--- src/rtl/muldiv_ctrl.sv ---
// HI/LO sequencer for the EX stage: launches multiply/divide operations, stalls the pipe
// until the result arrives, and owns the architectural HI and LO registers.
module muldiv_ctrl #(
  parameter int unsigned MUL_LAT = 2
) (
  input  logic        clk,
  input  logic        resetn,
  input  logic        op_valid,
  input  logic [2:0]  op_code,
  input  logic [31:0] src_a,
  input  logic [31:0] src_b,
  input  logic        flush,
  output logic        stallreq,
  output logic        mul_signed,
  output logic [31:0] mul_ina,
  output logic [31:0] mul_inb,
  input  logic [63:0] mul_result,
  output logic        div_start,
  output logic        div_signed,
  output logic [31:0] div_opdata1,
  output logic [31:0] div_opdata2,
  output logic        div_annul,
  input  logic [63:0] div_result,
  input  logic        div_ready,
  output logic [31:0] hi_o,
  output logic [31:0] lo_o
);

  localparam int unsigned CNT_W = $clog2(MUL_LAT + 1);

  localparam logic [2:0] OP_MULT  = 3'd0;
  localparam logic [2:0] OP_MULTU = 3'd1;
  localparam logic [2:0] OP_DIV   = 3'd2;
  localparam logic [2:0] OP_DIVU  = 3'd3;
  localparam logic [2:0] OP_MTHI  = 3'd4;
  localparam logic [2:0] OP_MTLO  = 3'd5;

  typedef enum logic [1:0] {
    S_IDLE,
    S_MUL_WAIT,
    S_DIV_WAIT,
    S_DONE
  } state_t;

  state_t             state_q, state_d;
  logic [CNT_W-1:0]   cnt_q, cnt_d;
  logic [31:0]        a_q, b_q;
  logic               sign_q;
  logic [31:0]        hi_q, lo_q;

  logic               latch_ops;
  logic               latch_signed;
  logic               stall_c;
  logic               start_c;
  logic               annul_c;
  logic               hi_we, lo_we;
  logic               hilo_we;
  logic [63:0]        hilo_d;

  // NOTE: every signal driven here gets a default first, so no path can leave it
  // unassigned and infer a latch.
  always_comb begin
    state_d      = state_q;
    cnt_d        = cnt_q;
    latch_ops    = 1'b0;
    latch_signed = 1'b0;
    stall_c      = 1'b0;
    start_c      = 1'b0;
    annul_c      = 1'b0;
    hi_we        = 1'b0;
    lo_we        = 1'b0;
    hilo_we      = 1'b0;
    hilo_d       = 64'd0;

    unique case (state_q)
      S_IDLE: begin
        if (op_valid && !flush) begin
          unique case (op_code)
            OP_MULT, OP_MULTU: begin
              latch_ops    = 1'b1;
              latch_signed = (op_code == OP_MULT);
              cnt_d        = CNT_W'(MUL_LAT);
              stall_c      = 1'b1;
              state_d      = S_MUL_WAIT;
            end
            OP_DIV, OP_DIVU: begin
              latch_ops    = 1'b1;
              latch_signed = (op_code == OP_DIV);
              stall_c      = 1'b1;
              // A zero divisor never reaches the divider; the instruction just retires.
              state_d      = (src_b != 32'd0) ? S_DIV_WAIT : S_DONE;
            end
            OP_MTHI: hi_we = 1'b1;
            OP_MTLO: lo_we = 1'b1;
            default: ;
          endcase
        end
      end

      S_MUL_WAIT: begin
        if (flush) begin
          state_d = S_IDLE;
        end else begin
          stall_c = 1'b1;
          if (cnt_q == '0) begin
            hilo_we = 1'b1;
            hilo_d  = mul_result;
            state_d = S_DONE;
          end else begin
            cnt_d = cnt_q - CNT_W'(1);
          end
        end
      end

      S_DIV_WAIT: begin
        if (flush) begin
          annul_c = 1'b1;
          state_d = S_IDLE;
        end else begin
          start_c = 1'b1;
          stall_c = 1'b1;
          if (div_ready) begin
            hilo_we = 1'b1;
            hilo_d  = div_result;
            state_d = S_DONE;
          end
        end
      end

      S_DONE: state_d = S_IDLE;

      default: state_d = S_IDLE;
    endcase
  end

  // NOTE: sequential state uses non-blocking assignments only, so every register
  // samples the pre-edge value of every other register.
  always_ff @(posedge clk or negedge resetn) begin
    if (!resetn) begin
      state_q <= S_IDLE;
      cnt_q   <= '0;
      a_q     <= 32'd0;
      b_q     <= 32'd0;
      sign_q  <= 1'b0;
      hi_q    <= 32'd0;
      lo_q    <= 32'd0;
    end else begin
      state_q <= state_d;
      cnt_q   <= cnt_d;
      if (latch_ops) begin
        a_q    <= src_a;
        b_q    <= src_b;
        sign_q <= latch_signed;
      end
      // Unit completion and MTHI/MTLO are in different states, so they never collide.
      if (hilo_we) begin
        hi_q <= hilo_d[63:32];
        lo_q <= hilo_d[31:0];
      end else begin
        if (hi_we) hi_q <= src_a;
        if (lo_we) lo_q <= src_a;
      end
    end
  end

  // The accept-cycle stall is combinational from op_valid, so it is masked while
  // reset is asserted to keep the stall controller quiet.
  assign stallreq    = stall_c & resetn;
  assign div_start   = start_c;
  assign div_annul   = annul_c;

  assign mul_signed  = sign_q;
  assign mul_ina     = a_q;
  assign mul_inb     = b_q;
  assign div_signed  = sign_q;
  assign div_opdata1 = a_q;
  assign div_opdata2 = b_q;

  assign hi_o        = hi_q;
  assign lo_o        = lo_q;

endmodule

--- config.mk ---
export PLATFORM = sky130hd
export DESIGN_NAME = muldiv_ctrl
export DESIGN_NICKNAME = d
export VERILOG_FILES = /design/src/rtl/muldiv_ctrl.sv
export SDC_FILE = /design/constraint.sdc
export NUM_CORES = 1
export LEC_CHECK = 0
export BUFFER_PORTS_ARGS = -buffer_cell sky130_fd_sc_hd__clkbuf_2
export CORE_AREA = 2 2 152 154
export CTS_CLUSTER_DIAMETER = 150
export DETAILED_ROUTE_END_ITERATION = 10
export DIE_AREA = 0 0 154 156
export HOLD_SLACK_MARGIN = 0.06
export PLACE_DENSITY = 0.68
export SYNTH_ARGS = -nofsm -noshare
export SYNTH_HDL_FRONTEND = slang
export SYNTH_SLANG_ARGS = --single-unit
--- constraint.sdc ---
create_clock -name clk -period 5.25 [get_ports clk]
set_input_delay 0.7875 -clock clk [delete_from_list [all_inputs] [get_ports clk]]
set_output_delay 0.7875 -clock clk [all_outputs]
set_load 0.005 [all_outputs]
# Word-level counts from Yosys, hierarchy flattened
# Cells that the tools add are included.
[totals]
elab_cells = 83
regBits = 133
[op_classes]
reduce_logical = 15
mux = 44
bitwise_logic = 1
eq_ne = 15
addsub = 1
[op_table]
columns = ["cell", "n"]
rows = [
  ["$mux W64", 4],
  ["$mux W32", 4],
  ["$pmux W64 S2", 1],
  ["$reduce_bool A32 Y1", 1],
  ["$mux W1", 20],
  ["$mux W2", 9],
  ["$pmux W2 S2", 2],
  ["$pmux W2 S4", 1],
  ["$eq A3 B2 Y1 const B", 2],
  ["$eq A3 B3 Y1 const B", 2],
  ["$ne A2 B2 Y1 const B", 3],
  ["$ne A3 B3 Y1 const B", 2],
  ["$pmux W1 S2", 3],
  ["$reduce_bool A2 Y1", 3],
  ["$reduce_or A2 Y1", 3],
  ["$reduce_and A5 Y1", 1],
  ["$eq A2 B2 Y1 const B", 2],
  ["$logic_not A2 Y1", 2],
  ["$reduce_and A4 Y1", 1],
  ["$reduce_or A4 Y1", 1],
  ["$eq A3 B1 Y1 const B", 1],
  ["$logic_not A3 Y1", 1],
  ["$ne A3 B1 Y1 const B", 1],
  ["$eq A2 B1 Y1 const B", 1],
  ["other kinds (5)", 5],
]

# Logic depth before layout (Yosys ltp)
# Gate-level depths: netlist of run 1.
[depth]
word_depth = 6
ltp_mapped = 9

# Worst setup path after synthesis of run 1
# Ideal clock, no wire load.
[synth_path]
path_kind = "input to output"
start = "input flush"
end = "output stallreq"
path_slack_ns = 2.635
required_ns = 4.463
path_buffers = 2
arrival_ns = 1.828
stages = 5
cell_sequence = "nand3b_1 -> or2_2 -> clkbuf_1 -> clkbuf_1 -> a21oi_1"
[synth_between]
elab_chain_cells = 5
[synth_rtl]
columns = ["element", "line", "rtl"]
rows = [
  ["start: declaration", "12", "input logic flush,"],
  ["$logic_not A1 Y1", "77", "if (op_valid && !flush) begin"],
  ["$logic_and A1 B1 Y1", "77", ""],
  ["$mux W1", "77", ""],
  ["$pmux W1 S2 (*)", "75", "unique case (state_q)"],
  ["$and A1 B1 Y1 (*)", "168", "assign stallreq = stall_c & resetn;"],
  ["end: declaration", "13", "output logic stallreq,"],
]
# Mark *: on every way between the ends. The rest lies on a longest branch, timed or not.

# Worst setup path after layout of run 1
[layout_path]
start = "register state_q[1]"
end = "output stallreq"
[layout_between]
elab_chain_cells = 4
[layout_rtl]
columns = ["element", "line", "rtl"]
rows = [
  ["start: declaration", "45", "state_t state_q, state_d;"],
  ["start signal: assignment", "148", "state_q <= state_d;"],
  ["$eq A2 B2 Y1 or $eq A2 B1 Y1 (tied branches)", "75", ""],
  ["$reduce_or A2 Y1 (no source line)", "--", ""],
  ["$pmux W1 S2 (*)", "75", ""],
  ["$and A1 B1 Y1 (*)", "168", ""],
]
# Marks and branches as above.

==> results of run 1 <==
-- where the power goes --
group,leakage (nW),switching [mW],internal (mW)
Sequential,1.58,0.389,1.52
Combinational,2.76,0.948,0.869
Clock,0.298,0.483,0.802
Total,4.64,1.82,3.19
-- layout by cell type (no fill, tap or decap), types with 2 or more instances in the layout --
| cell type | synthesis | routed |
|---|---|---|
| bufinv_16 | 0 | 4 |
| and2_1 | 2 | 2 |
| buf_4 | 65 | 9 |
| nor2_1 | 66 | 65 |
| or2_2 | 1 | 2 |
| clkbuf_16 | 0 | 17 |
| nand4_1 | 2 | 2 |
| dfrtp_1 | 133 | 133 |
| nor2_4 | 0 | 3 |
| inv_1 | 6 | 6 |
| clkinv_2 | 0 | 2 |
| o2111ai_1 | 2 | 2 |
| clkinvlp_4 | 0 | 3 |
| ha_1 | 6 | 6 |
| o32ai_4 | 2 | 2 |
| inv_6 | 0 | 5 |
| o21ai_0 | 4 | 4 |
| nand2b_1 | 5 | 5 |
| nand2_1 | 199 | 199 |
| nor4_1 | 8 | 8 |
| clkbuf_2 | 0 | 395 |
| a222oi_1 | 64 | 64 |
| a21oi_1 | 65 | 65 |
-- critical path: stages (launching register included) --
cell and delay, ns:
dfrtp_1 0.41, inv_1 0.13, ha_1 0.23, nand3b_1 0.27, or2_2 0.38, a21oi_1 0.15
clkbuf_2 0.13
-- stage by stage --
stage | area [sq um] | hold slack (ns) | power, mW | utilization | instances
floorplan | 6460 | 0.479 | 2.98 | - | 691
global placement | 8150 | 0.480 | 3.71 | 0.364 | 1270
detailed placement | 8150 | 0.486 | 3.75 | 0.364 | 1270
CTS | 8770 | 0.254 | 5.07 | 0.392 | 1302
global route | 8770 | 0.252 | 5.36 | 0.392 | 1302
finish | 8770 | 0.255 | 5.01 | 0.392 | 1302
-- sequential cells by signal, summed over array words and instances, names as in the netlist --
register     cells
div_opdata1     32
div_opdata2     32
hi_o            32
lo_o            32
cnt_q            2
state_q          2
div_signed       1
-- cell type report --
class	instances	area, sq um
fill	2247	13600
sequential	133	3330
multi-input combinational	441	2380
timing repair buffer	405	2060
clock buffer	18	429
tap	285	357
clock inverter	14	196
inverter	6	22.5
-- worst max path at each step --
| stage | startpoint | endpoint | slack (ns) | cells past startpoint |
|---|---|---|---|---|
| 2_1_floorplan | flush | stallreq | 2.63 | 5 |
| 3_3_place_gp | flush | div_opdata2[4]$_DFFE_PN0P_ | 2.48 | 6 |
| 3_5_place_dp | flush | div_opdata1[8]$_DFFE_PN0P_ | 2.45 | 6 |
| 4_1_cts | state_q[1]$_DFFE_PN0P_ | stallreq | 2.33 | 6 |
| 5_1_grt | state_q[0]$_DFFE_PN0P_ | stallreq | 2.19 | 6 |
| 6_report | state_q[1]$_DFFE_PN0P_ | stallreq | 2.34 | 6 |
-- kinds of logic (layout without fill, tap and decap cells) --
group	Yosys count	after routing
simple gates	291	291
fa+ha+maj	6	6
buf+inv	117	443
mux	2	2
compound gates	142	142
flops	133	133
-- per-layer routing --
layer	vias up	part of all wire	track usage	wire length, um
li1	3005	-	-	-
met1	3061	0.41	0.231	9300
met2	393	0.50	0.317	11500
met3	25	0.075	0.0361	1720
met4	0	0.017	0.0583	395
met5	-	0	0	0
==> impl_metrics.py, run 1 <==
metrics = {
    "outcome": {
        "status": "completed",
    },
    "route": {
        "vias_per_cell": 4.98,
        "wl_per_cell_um": 17.6,
        "first_iter_violations": 648,
        "dr.pass1.iters": 7,
        "vias": 6484,
        "wirelength_um": 22900,
        "drcViolationCount": 0,
        "ant_nets": 0,
    },
    "power_and_ir_drop": {
        "p_leak_nw": 4.64,
        "p_per_area_nw_per_um2": 571,
        "vdd_ir_drop_max_uv": 185,
    },
    "timing": {
        "tightest_slew_ns": 0.996,
        "fin_crit_ns": 2.91,
        "clock.fmax_ghz": 0.344,
        "layout_setup_ws_ns": 2.34,
        "max_slew_margin": 0.334,
        "slew_viol_final": 0,
        "setup_violations": 0,
        "tns_ns": 0,
        "final_hold_viol_count": 0,
        "post-route-period-util": 0.554,
        "final.setup_skew_ns": 0.00958,
        "rsz0062_at_grt": "no",
    },
    "setup_path": {
        "cp-start-kind": "register",
        "critPathRequiredTime_ns": 4.46,
        "regToRegSetupSlack_ns": 2.58,
        "r2r-start": "state_q[1]$_DFFE_PN0P_",
        "reg2reg_to": "lo_o[29]$_DFFE_PN0P_",
        "r2r_cells": 7,
        "end_kind": "output pin",
        "criticalPathCategory": "register to output pin",
        "cp_max_fo": 4,
        "arrival_ns": 2.12,
    },
    "logic_synthesis": {
        "yosysMostFrequentCell": "nand2_1",
        "yosys_warnings": 0,
        "synthFlopType": "dfrtp_1",
        "yosys.area_share.adder": 0.0116,
        "seq_area_frac_synth": 0.515,
        "synth-edff-count": 0,
        "synthesis.nets": 897,
        "yosys.area.top_type_share": 0.515,
        "yosysTopAreaCell": "dfrtp_1",
        "synth_seq_cells": 133,
        "syn_area_sq_um": 6460,
        "synth-xor-area-share": 0,
        "synth_top_family_by_area": "simple AND/OR/NAND/NOR gates",
        "ys_async_sr_fraction": 1.00,
        "synth_area_per_cell_sq_um": 9.35,
        "synth_cell_type_count": 33,
        "yosys.area_share.simple": 0.181,
        "syn_inst": 691,
        "synth_common_cells": "199 x nand2_1, 133 x dfrtp_1, 66 x nor2_1",
        "synth.top_cells.by_area": "dfrtp_1 52%, nand2_1 12%, a222oi_1 9.9%, buf_4 7.6%, a21oi_1 5.0%",
        "synthMuxAreaShare": 0.00329,
        "synth_compound_area_frac": 0.171,
    },
    "clock_tree": {
        "htree_levels": 4,
        "cts_resized": 0,
        "clock_latency_ns": 0.41,
        "cts_tree": "yes",
        "clock_path_buffers": 2,
        "cts_made_buffers": 17,
        "cts-root-buf": "clkbuf_16",
        "cts_setup_buffers": 0,
        "clk_pin_slew_ns": 0.07,
        "hold_buffers": 0,
        "cts_sinks": 133,
    },
    "floorplan": {
        "die_area_sq_um": 24000,
        "io-pin-count": 397,
        "initial_core_util": 0.289,
        "core_sq_um": 22400,
        "die_y_um": 156,
        "fp-row-count": 55,
        "die_w_um": 154,
    },
    "worst_hold_path": {
        "hp-class": "primary input to asynchronous set/reset pin",
    },
    "placement": {
        "gp_congestion": 0.872,
        "place.port_buffers": 396,
        "dpl.hpwl_um": 16700,
        "dpl_worst_slack_ns": 2.45,
    },
    "grt": {
        "grt_max_degree": 70,
        "antenna_found_initial": 0,
        "grt_pass1_vias": 6074,
        "grt_overflow_total": 0,
        "grtUsageTotal": 0.183,
        "grt_first_pass_wirelength_um": 34300,
    },
    "finish": {
        "n_antenna_cell": 0,
        "syn_to_final_growth_pct": 35.8,
        "drive_gt1_frac": 0.439,
        "num-nets-final": 1210,
    },
    "run": {
        "maxCapViolations": 0,
    },
}
Power figures use the tool's default switching activity.
==> run 2: changes to the inputs <==
==> config.mk (replaced) <==
export PLATFORM = sky130hd
export DESIGN_NAME = muldiv_ctrl
export DESIGN_NICKNAME = d
export VERILOG_FILES = /design/src/rtl/muldiv_ctrl.sv
export SDC_FILE = /design/constraint.sdc
export NUM_CORES = 1
export LEC_CHECK = 0
export ABC_AREA = 1
export BUFFER_PORTS_ARGS = -buffer_cell sky130_fd_sc_hd__clkbuf_2
export CORE_AREA = 2 2 155 157
export CTS_CLUSTER_DIAMETER = 150
export DETAILED_ROUTE_END_ITERATION = 10
export DIE_AREA = 0 0 157 159
export HOLD_SLACK_MARGIN = 0.06
export PLACE_DENSITY = 0.69
export SYNTH_ARGS = -nofsm -noshare
export SYNTH_HDL_FRONTEND = slang
export SYNTH_SLANG_ARGS = --single-unit
==> constraint.sdc (replaced) <==
create_clock -name clk -period 3 [get_ports clk]
set_input_delay 0.45 -clock clk [delete_from_list [all_inputs] [get_ports clk]]
set_output_delay 0.45 -clock clk [all_outputs]
set_load 0.005 [all_outputs]
==> run 2 against run 1 <==
  * Non-clock buffer count rose by 5
  * Power rose by 92%
  * Clock-buffer cell count rose by 1
  * Largest power group is now combinational cells
  * Highest routed layer is now met5
==> impl_metrics.py, run 2 <==
metrics = {
    "logic_synthesis": {
        "synthesis.nets": 1255,
        "ys_async_sr_fraction": 1.00,
        "syn_inst": 1049,
        "synth-edff-count": 0,
        "seq_area_frac_synth": 0.460,
        "synth_common_cells": "632 x nand2_1, 133 x dfrtp_1, 67 x buf_4",
        "yosysTopAreaCell": "dfrtp_1",
        "synthFlopType": "dfrtp_1",
        "yosysMostFrequentCell": "nand2_1",
        "synth_seq_cells": 133,
        "yosys_warnings": 0,
        "synth.top_cells.by_area": "dfrtp_1 46%, nand2_1 33%, buf_4 7.0%, nor2_1 3.0%, o21ai_0 2.6%",
        "synth_area_per_cell_sq_um": 6.90,
        "syn_area_sq_um": 7230,
        "synth_cell_type_count": 19,
        "yosys.area.top_type_share": 0.460,
    },
    "setup_path": {
        "crit_path_frequent_cell": "inv_1",
        "criticalPathCategory": "register to output pin",
        "crit_slowest_cell": "dfrtp_1",
        "crit_start": "state_q[0]$_DFFE_PN0P_",
        "arrival_ns": 2.11,
        "cp_num_buf_inv": 4,
        "r2r-start": "state_q[0]$_DFFE_PN0P_",
        "cp_top_family": "buffers and inverters",
        "cp-start-kind": "register",
        "cp_max_fo": 15,
        "end_kind": "output pin",
        "path_cells": "inv_1, ha_2, inv_1, nor3_4, buf_4, a21oi_1, nor3b_1, clkbuf_2",
        "critPathRequiredTime_ns": 2.55,
        "critPathMaxStageDelay_ns": 0.41,
    },
    "clock_tree": {
        "cts-root-buf": "clkbuf_16",
        "cts_resized": 0,
        "htree_levels": 4,
        "cts_tree": "yes",
        "cts_sinks": 133,
        "cts_setup_buffers": 0,
        "cts_made_buffers": 17,
        "hold_buffers": 0,
        "clk_pin_slew_ns": 0.06,
        "clock_latency_ns": 0.41,
        "clock_path_buffers": 2,
    },
    "timing": {
        "rsz0062_at_grt": "no",
        "slew_viol_final": 0,
        "tightest_slew_ns": 1.15,
        "final_hold_viol_count": 0,
        "post-route-period-util": 0.854,
        "setup_violations": 0,
        "tns_ns": 0,
        "final.setup_skew_ns": 0.0122,
        "max_slew_margin": 0.233,
        "clock.fmax_ghz": 0.390,
        "fin_crit_ns": 2.56,
    },
    "route": {
        "first_iter_violations": 370,
        "ant_nets": 0,
        "drcViolationCount": 0,
        "vias_per_cell": 4.43,
        "dr.pass1.iters": 5,
        "wl_per_cell_um": 15.1,
        "vias": 7484,
        "wirelength_um": 25500,
    },
    "power_and_ir_drop": {
        "p_total_mw": 9.60,
        "p_leak_nw": 5.75,
        "p_per_area_nw_per_um2": 992,
        "vdd_ir_drop_max_uv": 358,
    },
    "grt": {
        "antenna_found_initial": 2,
        "grt_overflow_total": 0,
        "grtUsageTotal": 0.199,
        "grt_max_degree": 134,
        "grt_first_pass_wirelength_um": 38400,
        "grt_pass1_vias": 6931,
    },
    "outcome": {
        "status": "completed",
    },
    "finish": {
        "layout_common_cells": "630 x nand2_1, 395 x clkbuf_2, 133 x dfrtp_1, 57 x nor2_1, 38 x o21ai_0",
        "drive_gt1_frac": 0.327,
        "final_common_cell": "nand2_1",
        "num-nets-final": 1567,
        "layout.area.seq_sq_um": 3330,
        "n_antenna_cell": 0,
        "nFillCells": 2446,
        "multi_input_area_sq_um": 3130,
        "syn_to_final_growth_pct": 33.8,
    },
    "floorplan": {
        "initial_core_util": 0.312,
        "die_area_sq_um": 25000,
        "die_w_um": 157,
        "core_sq_um": 23200,
        "die_y_um": 159,
        "fp-row-count": 56,
        "io-pin-count": 397,
    },
    "run": {
        "maxCapViolations": 0,
    },
    "placement": {
        "gp_congestion": 0.891,
        "dpl.hpwl_um": 19000,
        "place.port_buffers": 396,
    },
    "worst_hold_path": {
        "hp-class": "primary input to asynchronous set/reset pin",
    },
}
[run 2: report_power, final]
part	total (mW)	switching (mW)	leakage, nW	internal (mW)
sequential	3.39	0.690	1.65	2.70
clock	2.33	0.808	0.320	1.52
combinational	3.89	2.26	3.78	1.62
[run 2: cells by family after synthesis]
family / share of synthesized area
fa+ha+maj: 0.0104
flops: 0.460
compound gates: 0.0547
buf+inv: 0.110
simple gates: 0.365
[run 2: cell type report]
| cell class | instances | area share |
|---|---|---|
| repair buffers | 410 | 0.218 |
| flip-flops and latches | 133 | 0.344 |
| well taps | 319 | 0.0412 |
| clock inverters | 11 | 0.0206 |
| multi-input cells | 781 | 0.323 |
| clock buffers | 19 | 0.0468 |
| inverters | 18 | 0.00698 |
[run 2: metal layers]
| metal | global-route usage | up-vias | part of all wire |
|---|---|---|---|
| met4 | 0.0638 | 2 | 0.019 |
| met2 | 0.326 | 270 | 0.48 |
| met1 | 0.263 | 3417 | 0.44 |
| li1 | - | 3762 | - |
| met5 | 0 | - | 0.00051 |
| met3 | 0.0414 | 33 | 0.057 |
[run 2: per-stage QoR]
| stage | hold WS (ns) | setup slack, ns | instances | instance area, sq um | utilization |
|---|---|---|---|---|---|
| 2_1_floorplan | 0.154 | 1.10 | 1049 | 7230 | - |
| 3_3_place_gp | 0.468 | 0.763 | 1661 | 9030 | 0.389 |
| 3_5_place_dp | 0.469 | 0.646 | 1661 | 9030 | 0.389 |
| 4_1_cts | 0.230 | 0.387 | 1691 | 9680 | 0.417 |
| 5_1_grt | 0.239 | 0.236 | 1691 | 9680 | 0.417 |
| 6_report | 0.0846 | 0.439 | 1691 | 9680 | 0.417 |
[run 2: worst paths after layout]
| check | end | slack (ns) | cells after the start |
|---|---|---|---|
| hold / removal | div_opdata1[13]$_DFFE_PN0P_ | 0.08 | 2 |
| max in group asynchronous | hi_o[22]$_DFFE_PN0P_ | 2.17 | 2 |
| min in group clk | div_opdata2[7]$_DFFE_PN0P_ | 0.25 | 3 |
| setup reg to reg | hi_o[27]$_DFFE_PN0P_ | 0.64 | 11 |
| hold reg to reg | hi_o[5]$_DFFE_PN0P_ | 0.48 | 2 |
| setup / recovery | stallreq | 0.44 | 8 |
[run 2: worst reg2reg max path, cell delays in order, from the launching register on]
cell	delay, ns
dfrtp_1	0.39
inv_1	0.10
ha_1	0.24
inv_1	0.06
nor2_1	0.04
nand2_1	0.10
o21ai_1	0.09
nand2_2	0.10
nand2_1	0.07
inv_1	0.83
nand2_1	0.15
nand2_1	0.11
